--- config.mk ---
export PLATFORM = sky130hd
export DESIGN_NAME = modn_updown_counter
export DESIGN_NICKNAME = d
export VERILOG_FILES = /design/src/rtl/modn_updown_counter.sv
export SDC_FILE = /design/constraint.sdc
export NUM_CORES = 1
export LEC_CHECK = 0
export ABC_AREA = 0
export BUFFER_PORTS_ARGS = -buffer_cell sky130_fd_sc_hd__buf_2
export CAP_MARGIN = 15
export CORE_AREA = 2 2 39 41
export CTS_CLUSTER_SIZE = 28
export DETAILED_ROUTE_END_ITERATION = 8
export DIE_AREA = 0 0 41 43
export PLACE_DENSITY = 0.65
export REMOVE_ABC_BUFFERS = 1
export SLEW_MARGIN = 20
export SYNTH_ARGS = -nofsm -noshare
export SYNTH_HDL_FRONTEND = slang
export SYNTH_SLANG_ARGS = --single-unit
--- constraint.sdc ---
create_clock -name clk -period 1.4 [get_ports clk]
set_input_delay 0.21 -clock clk [delete_from_list [all_inputs] [get_ports clk]]
set_output_delay 0.21 -clock clk [all_outputs]
set_load 0.05 [all_outputs]
--- src/rtl/modn_updown_counter.sv ---
// Modulo-N up/down counter with enable, load, clear, terminal count and wrap/saturate modes.
// Revision: 1.0
`default_nettype none

module modn_updown_counter #(
  parameter int WIDTH    = 4,
  parameter int MODULUS  = 10,
  parameter int SATURATE = 0
) (
  input  logic             clk,
  input  logic             rst,
  input  logic             en,
  input  logic             up_dn,
  input  logic             clear,
  input  logic             load,
  input  logic [WIDTH-1:0] load_val,
  output logic [WIDTH-1:0] count,
  output logic             tc,
  output logic             wrap,
  output logic             sat
);

  generate
    if (MODULUS < 2 || MODULUS > (1 << WIDTH)) begin : g_bad_modulus
      $error("modn_updown_counter: MODULUS must lie in 2..2**WIDTH");
    end
  endgenerate

  localparam logic [WIDTH-1:0] MAX_CNT = WIDTH'(MODULUS - 1);

  logic at_end;

  // End detection happens before stepping, so count never leaves 0..MODULUS-1
  assign at_end = up_dn ? (count == MAX_CNT) : (count == '0);
  assign tc     = en & at_end;

  always_ff @(posedge clk or negedge rst) begin
    if (!rst) begin
      count <= '0;
      wrap  <= 1'b0;
      sat   <= 1'b0;
    end else if (clear) begin
      count <= '0;
      wrap  <= 1'b0;
      sat   <= 1'b0;
    end else if (load) begin
      count <= (load_val > MAX_CNT) ? MAX_CNT : load_val;
      wrap  <= 1'b0;
      sat   <= 1'b0;
    end else if (en) begin
      wrap <= 1'b0;
      sat  <= 1'b0;
      if (at_end) begin
        if (SATURATE != 0) begin
          sat <= 1'b1;
        end else begin
          count <= up_dn ? '0 : MAX_CNT;
          wrap  <= 1'b1;
        end
      end else begin
        count <= up_dn ? (count + WIDTH'(1)) : (count - WIDTH'(1));
      end
    end else begin
      wrap <= 1'b0;
    end
  end

endmodule

`default_nettype wire

==> results of run 1 <==
==> stage by stage <==
stage | setup WS, ps | setup TNS [ps] | util | instance area (um2)
after floorplan | -537 | -1940 | - | 422
after global placement | -194 | -604 | 0.417 | 577
after detailed placement | -214 | -611 | 0.417 | 577
after CTS | -146 | -519 | 0.498 | 689
after global routing | -236 | -754 | 0.513 | 709
final | -116 | -354 | 0.513 | 709
==> worst paths after layout <==
kind / start / endpoint / slack, ps
setup reg to reg: count[2] / count[3] / -120
max in group asynchronous: rst / count[3] / 940
setup / recovery: count[2] / count[3] / -120
min in group asynchronous: rst / wrap / 310
hold reg to reg: count[1] / wrap / 760
hold / removal: clear / count[0] / 180
==> cells in the mapped netlist, types with 2 or more instances <==
cell type | n | area, um2
nor4_1 | 2 | 12.5
nor2_1 | 5 | 18.8
inv_1 | 5 | 18.8
ha_1 | 2 | 25.0
nor3_1 | 3 | 15.0
nor2b_1 | 2 | 12.5
nand2_1 | 2 | 7.51
dfrtp_1 | 5 | 125
a2bb2oi_1 | 2 | 17.5
==> timing repair <==
action,4_1_cts,5_1_grt
gates resized for setup,12,5
pin swaps,6,6
buffers inserted,3,0
hold buffers,1,0
hold endpoints to repair,5,0
endpoints found under the setup margin,4,4
==> layout make-up <==
type | instances | area, um2 | share of cell area
clock inverters | 1 | 5.00 | 0.00705
well taps | 16 | 20.0 | 0.0282
flip-flops and latches | 5 | 128 | 0.180
multi-input cells | 39 | 338 | 0.476
inverters | 5 | 18.8 | 0.0265
clock buffers | 3 | 22.5 | 0.0317
repair buffers | 27 | 178 | 0.250
==> layer usage <==
| metal | track usage | up-vias |
|---|---|---|
| met5 | 0 | - |
| met4 | 0.100 | 0 |
| met3 | 0.0157 | 2 |
| met2 | 0.288 | 13 |
| met1 | 0.226 | 214 |
| li1 | - | 238 |
==> power groups by stage <==
stage / registers (mW) / logic (mW) / clock network [mW]
floorplan: 0.206 / 0.0963 / 0
global route: 0.173 / 0.285 / 0.195
finish: 0.170 / 0.262 / 0.169
detailed placement: 0.168 / 0.213 / 0
CTS: 0.170 / 0.252 / 0.178
global placement: 0.168 / 0.213 / 0
==> flip-flops by register name, indices dropped and copies added (netlist names) <==
| register | cells |
|---|---|
| count | 4 |
| wrap | 1 |
==> cells by family (layout without fill, tap and decap cells) <==
logic type | after synthesis | count (layout) | share of synthesized area
xor+xnor | 2 | 2 | 0.0398
compound gates | 12 | 12 | 0.210
other cells | 1 | 1 | 0.00851
flops | 5 | 5 | 0.284
buf+inv | 7 | 36 | 0.0852
simple gates | 21 | 21 | 0.270
fa+ha+maj | 3 | 3 | 0.102
==> impl_metrics.csv, run 1 <==
group,metric,value,unit
status,status,"finished, violations left",
status,failed_checks,"setup timing",
setup_path,timing.critical_path.buf_inv,0,
sta,fin_skew,1.63,ps
setup_path,critPathTopFamily,"simple AND/OR/NAND/NOR gates",
routing,wl_per_cell,12.3,um
setup_path,worstPathRequired,1520,ps
pwr,total_power,0.601,mW
floorplan,rows,14,
global_routing,grt_overflow,0,
final_layout,filler_cell_count,137,
pwr,clkPwrFrac,0.281,
placement,hpwl,847,um
setup_path,critPathCaptureType,"flip-flop",
final_layout,final_common_cell,"buf_2",
sta,finalSetupViolCount,4,
synth,synthFlopType,"dfrtp_1",
setup_path,cp_slowest_cell,"dfrtp_1",
final_layout,diodes,0,
pwr,swShare,0.375,
global_routing,antenna_found_initial,0,
setup_path,critPathMaxFanout,3,
min_path,whs_path_depth,2,
placement,place_congestion,0.754,
clock_tree,cts_htree_levels,1,
sta,holdWs,184,ps
placement,dp_cells,88,
pwr,p_per_area,848,mW/mm2
floorplan,fp.dieH,43,um
routing,drtPass1Iterations,2,
placement,io_buffers,15,
sta,rsz0062_at_grt,"yes",
routing,ant_nets,0,
synth,ys_warn_count,0,
routing,met2_length,616,um
clock_tree,numClockSinks,5,
clock_tree,cts_root_buf,"clkbuf_4",
global_routing,grt_usage,0.181,
sta,timing.fmax,660,MHz
synth,synth_cell_types,32,
run,max_cap_viol_count,0,
floorplan,start_util,0.318,
routing,wl_met3,38,um
setup_path,crit_chain,"ha_4 -> a21oi_4 -> nand2_1 -> a21boi_2 -> nor4_2 -> nor4_1",
floorplan,ios,17,
routing,finalWirelength,1.18,mm
routing,m1WireLength,511,um
synth,ys_seq_area_frac,0.284,
sta,drv_slew,0,
routing,viasPerCell,4.86,
final_layout,area_growth,61.1,%
floorplan,coreArea,0.00138,mm2
floorplan,chipWidth,41,um
pwr,leakage,0.343,nW
pwr,internal_power,0.376,mW
clock_tree,clk_path_buf_depth,2,
pwr,switching_power,0.225,mW
setup_path,path_class,"flip-flop to flip-flop",
pwr,pwr-share-comb,0.436,
pwr,seqPwrFrac,0.283,
min_path,hold_path_class,"input port to flip-flop",
routing,top_layer,"met4",
final_layout,fin_nets,94,
floorplan,die_area,0.00176,mm2
synth,synthCells,51,
routing,drc_errors,0,
routing,num_vias,467,
global_routing,grt_max_degree,10,
global_routing,grt_pass1_wl,2.14,mm
setup_path,worst-path-stages,6,
clock_tree,cts_inserted_buffers,3,
clock_tree,clk_latency,240,ps
clock_tree,clkSlewWorstSetupHoldPaths,50,ps
setup_path,crit_path_max_incr_delay,400,ps
synth,synth-seq-cells,5,
sta,fin_crit_sh,1.08,
sta,setup_ws,-116,ps
final_layout,stdcell_count,96,
pwr,irDropWorstVdd,428,uV
clock_tree,cts_tree,"built",
final_layout,drive_gt1_frac,0.575,
final_layout,layout_common_cells,"14 x buf_2, 10 x buf_4, 4 x inv_1, 4 x nor2_1",
synth,netlist_area,440,um2
synth,synth_edf_count,0,
sta,hold_viol,0,
sta,fin_crit,1520,ps
global_routing,grt_pass1_vias,505,
synth,avgSynthCellArea,8.64,um2
setup_path,ff2ff_path_depth,6,
setup_path,critPathLaunchType,"flip-flop",
routing,drtIter0Drc,1,
setup_path,arrival,1640,ps
synth,async_flop_share,1.00,
(Power assumes the default switching activity.)
==> inputs of run 2 (changes only) <==
PLACE_DENSITY = 0.63   (was 0.65)
clock period = 1.5 ns   (was 1.4 ns; I/O delays follow)
==> run 2 against run 1 <==
  * The flow still finishes with violations (setup timing)
  * Routed wire length down 2.9%
  * Sequential power down 8%
  * Core utilization down 0.27 points
  * Combinational power down 6%
  * Design area down 0.53%
  * Register-to-register slack better by 50 ps
  * Clock power down 8%
  * Total power down 7.0%
  * Fmax down 3.5%
  * Worst setup slack better by 45 ps
  * Largest power group unchanged
  * Highest routed layer is now met3
==> impl_metrics.csv, run 2 (synthesis results as in run 1) <==
group,metric,value,unit
min_path,hold_path_class,"input port to flip-flop",
global_routing,antenna_found_initial,0,
setup_path,r2r_start,"count[2]",
floorplan,ios,17,
routing,finalWirelength,1.14,mm
setup_path,path_class,"flip-flop to flip-flop",
floorplan,coreArea,0.00138,mm2
final_layout,largest_reg_flops,4,
routing,drtPass1Iterations,4,
setup_path,rrSetupSlack,-70,ps
placement,place_congestion,0.767,
sta,drv_slew,0,
final_layout,stdcell_count,96,
final_layout,fin_nets,94,
setup_path,arrival,1690,ps
global_routing,grt_pass1_vias,447,
setup_path,r2r-end,"count[3]",
floorplan,fp.dieH,43,um
routing,viasPerCell,4.93,
min_path,hp-start,"clear",
pwr,p_per_area,793,mW/mm2
min_path,hold_path_end,"count[0]",
pwr,leakage,0.346,nW
placement,io_buffers,15,
clock_tree,clkSlewWorstSetupHoldPaths,50,ps
sta,setup_ws,-70.7,ps
final_layout,drive_gt1_frac,0.563,
floorplan,start_util,0.318,
final_layout,regMostFlops,"count",
routing,drc_errors,0,
final_layout,reg_top3,"count: 4 flops, wrap: 1 flops",
clock_tree,clk_latency,250,ps
clock_tree,cts_inserted_buffers,3,
global_routing,grt_usage,0.166,
clock_tree,cts_tree,"built",
global_routing,grt_max_degree,8,
sta,rsz0062_at_grt,"yes",
final_layout,area_growth,60.2,%
floorplan,die_area,0.00176,mm2
pwr,irDropWorstVdd,511,uV
global_routing,grt_pass1_wl,1.95,mm
global_routing,grt_overflow,0,
sta,holdWs,191,ps
run,max_cap_viol_count,0,
setup_path,critPathMaxFanout,3,
setup_path,ff2ff_path_depth,6,
sta,fin_crit,1570,ps
clock_tree,cts_root_buf,"clkbuf_4",
routing,wl_per_cell,11.9,um
clock_tree,numClockSinks,5,
status,failed_checks,"setup timing",
final_layout,layout_common_cells,"14 x buf_2, 10 x buf_4, 4 x nor2_1, 4 x dfrtp_1",
routing,ant_nets,0,
final_layout,diodes,0,
setup_path,worstPathRequired,1620,ps
setup_path,critPathLaunchType,"flip-flop",
sta,timing.fmax,637,MHz
sta,hold_viol,0,
clock_tree,cts_htree_levels,1,
final_layout,final_common_cell,"buf_2",
routing,num_vias,473,
floorplan,rows,14,
sta,fin_crit_sh,1.05,
routing,drtIter0Drc,1,
floorplan,chipWidth,41,um
clock_tree,clk_path_buf_depth,2,
setup_path,critPathCaptureType,"flip-flop",
placement,hpwl,851,um
placement,dp_cells,88,
status,status,"finished, violations left",
min_path,whs_path_depth,2,
sta,fin_skew,2.77,ps
sta,finalSetupViolCount,2,
[run 2: cell type report]
type	count	area, um2
clock buffer	3	22.5
clock inverter	1	5.00
fill	132	678
inverter	5	18.8
multi-input combinational	39	335
sequential	5	126
tap	16	20.0
timing repair buffer	27	178
[run 2: routing by layer]
layer	up-vias	part of all wire	track usage
li1	236	-	-
met1	223	0.45	0.223
met2	14	0.51	0.234
met3	0	0.036	0.0314
met4	0	0	0.100
met5	-	0	0
[run 2: critical path, cell delays in order, from the launching register on]
cell,delay (ps)
dfrtp_1,400
ha_4,240
a21oi_4,190
nor4b_2,70
a41o_1,210
nor4_2,260
nor4_1,80
[run 2: through the flow]
stage / utilization / TNS, ps / cell area [um2] / power (mW) / setup slack [ps]
after detailed placement: 0.417 / -230 / 577 / 0.357 / -115
after floorplan: - / -1560 / 422 / 0.283 / -452
after CTS: 0.503 / -131 / 696 / 0.559 / -64.2
after global routing: 0.510 / -422 / 706 / 0.606 / -153
after global placement: 0.417 / -235 / 577 / 0.356 / -121
final: 0.510 / -85.5 / 706 / 0.559 / -70.7
[run 2: power by group]
group          switching, mW  total [mW]  leakage (nW)  internal (mW)
registers             0.0114       0.156        0.0649          0.145
logic                  0.139       0.247         0.263          0.108
clock network         0.0595       0.156        0.0177         0.0966
[run 2: worst max path at each step]
stage / start / endpoint / cells after the start
global placement: up_dn / count[3] / 8
floorplan: count[3] / tc / 3
detailed placement: up_dn / count[3] / 8
finish: count[2] / count[3] / 6
global route: count[2] / count[3] / 7
CTS: count[2] / count[3] / 6
[run 2: repair_timing]
item,in CTS,in global routing
resized for setup,12,5
endpoints found under the hold margin,5,0
pin swaps,9,4
endpoints found under the setup margin,3,4
setup buffers,3,0
hold buffers,1,0
==> inputs of run 3 (changes only) <==
REMOVE_ABC_BUFFERS = not set   (was 1)
==> run 3 against run 2 <==
  * Largest power group unchanged
  * Combinational power rose by 4%
  * First-iteration DRC count rose to 15 times the previous value
  * Final cell count fell by 2.1%
  * The flow still finishes with violations (setup timing)
  * Flip-flop and latch count did not move
  * Clock power fell by 3%
==> impl_metrics.csv, run 3 (synthesis results as in run 1) <==
group,metric,value,unit
setup_path,rrSetupSlack,-90,ps
min_path,hold_path_class,"input port to flip-flop",
placement,dpl-instance-area,593,um2
clock_tree,numClockSinks,5,
placement,io_buffers,15,
final_layout,fin_nets,92,
setup_path,timing.critical_path.buf_inv,0,
status,failed_checks,"setup timing",
routing,finalWirelength,1.15,mm
routing,met2_length,648,um
global_routing,antenna_found_initial,0,
sta,fin_skew,3.21,ps
setup_path,critPathMaxFanout,3,
min_path,whs_path_depth,2,
min_path,hp-start,"clear",
setup_path,critPathCaptureType,"flip-flop",
global_routing,grt_max_degree,8,
run,max_cap_viol_count,0,
routing,wl_met3,40,um
placement,post-place-ws,-142,ps
floorplan,start_util,0.318,
sta,drv_slew,0,
routing,drtPass1Iterations,4,
routing,m1WireLength,462,um
final_layout,diodes,0,
setup_path,r2r-end,"count[3]",
final_layout,final_common_cell,"buf_2",
sta,holdWs,188,ps
final_layout,regMostFlops,"count",
routing,viasPerCell,4.98,
final_layout,layout_common_cells,"14 x buf_2, 8 x buf_4",
sta,rsz0062_at_grt,"yes",
routing,wl_per_cell,12.2,um
final_layout,design_area,717,um2
status,status,"finished, violations left",
setup_path,path_class,"flip-flop to flip-flop",
global_routing,grt_usage,0.157,
sta,fin_crit,1590,ps
floorplan,fp.dieH,43,um
routing,ant_nets,0,
final_layout,area_growth,62.8,%
routing,top_layer,"met3",
global_routing,grt_pass1_vias,485,
sta,hold_viol,0,
final_layout,reg_top3,"count: 4 flops, wrap: 1 flops",
routing,num_vias,468,
floorplan,chipWidth,41,um
synth,synth_fp_nets,64,
clock_tree,clkSlewWorstSetupHoldPaths,50,ps
clock_tree,cts_inserted_buffers,3,
sta,fin_crit_sh,1.06,
sta,timing.fmax,628,MHz
routing,drtIter0Drc,15,
final_layout,drive_gt1_frac,0.603,
routing,drc_errors,0,
setup_path,arrival,1720,ps
final_layout,filler_cell_count,136,
pwr,irDropWorstVdd,533,uV
floorplan,die_area,0.00176,mm2
setup_path,crit_path_max_incr_delay,420,ps
floorplan,ios,17,
pwr,leakage,0.332,nW
sta,setup_ws,-93.3,ps
setup_path,r2r_start,"count[2]",
global_routing,grt_overflow,0,
placement,place_congestion,0.731,
floorplan,coreArea,0.00138,mm2
placement,hpwl,915,um
pwr,total_power,0.567,mW
sta,finalSetupViolCount,4,
clock_tree,cts_tree,"built",
setup_path,critPathLaunchType,"flip-flop",
setup_path,worstPathRequired,1630,ps
setup_path,crit_chain,"ha_4 -> a21oi_4 -> nor4b_2 -> a41o_1 -> nor4_2 -> nor4_1",
clock_tree,cts_htree_levels,1,
floorplan,rows,14,
final_layout,largest_reg_flops,4,
setup_path,ff2ff_path_depth,6,
setup_path,critPathTopFamily,"simple AND/OR/NAND/NOR gates",
pwr,p_per_area,791,mW/mm2
clock_tree,clk_path_buf_depth,2,
clock_tree,cts_root_buf,"clkbuf_4",
min_path,hold_path_end,"count[1]",
global_routing,grt_pass1_wl,1.85,mm
clock_tree,clk_latency,240,ps
setup_path,cp_slowest_cell,"dfrtp_2",
run 3: how the worst max path moves through the flow:
stage | slack, ps | cells after the start | end | startpoint
6_report | -90 | 6 | count[3] | count[2]
3_3_place_gp | -100 | 8 | count[3] | up_dn
5_1_grt | -170 | 6 | count[3] | count[2]
2_1_floorplan | -130 | 6 | count[2] | count[0]
4_1_cts | -90 | 6 | count[3] | count[2]
3_5_place_dp | -140 | 8 | count[3] | up_dn
run 3: layer usage:
layer  GRT usage  vias up
li1            -      234
met1       0.172      224
met2       0.266       10
met3      0.0157        0
met4       0.100        0
met5           0        -
run 3: stage by stage:
| stage | cells | setup TNS [ps] | util |
|---|---|---|---|
| global placement | 87 | -154 | 0.429 |
| CTS | 93 | -177 | 0.491 |
| global route | 94 | -427 | 0.518 |
| floorplan | 51 | -463 | - |
| detailed placement | 87 | -225 | 0.429 |
| finish | 94 | -163 | 0.518 |
run 3: power breakdown:
group | leakage [nW] | total, mW | switching [mW] | internal (mW)
Combinational | 0.252 | 0.257 | 0.143 | 0.114
Clock | 0.0177 | 0.151 | 0.0551 | 0.0964
Sequential | 0.0620 | 0.158 | 0.0129 | 0.146
Total | 0.332 | 0.567 | 0.211 | 0.356
run 3: what timing repair did:
action / 4_1_cts / 5_1_grt
endpoints found under the hold margin: 5 / 0
cloned: 0 / 0
endpoints found under the setup margin: 4 / 4
pin swaps: 5 / 7
gates resized for setup: 10 / 6
setup buffers: 1 / 1
hold buffers: 1 / 0
run 3: final cells by class:
| cell class | count | area (um2) | area share |
|---|---|---|---|
| Multi-Input combinational cell | 39 | 359 | 0.501 |
| Timing Repair Buffer | 25 | 163 | 0.227 |
| Sequential cell | 5 | 129 | 0.180 |
| Clock buffer | 3 | 22.5 | 0.0314 |
| Tap cell | 16 | 20.0 | 0.0279 |
| Inverter | 5 | 18.8 | 0.0262 |
| Clock inverter | 1 | 5.00 | 0.00698 |
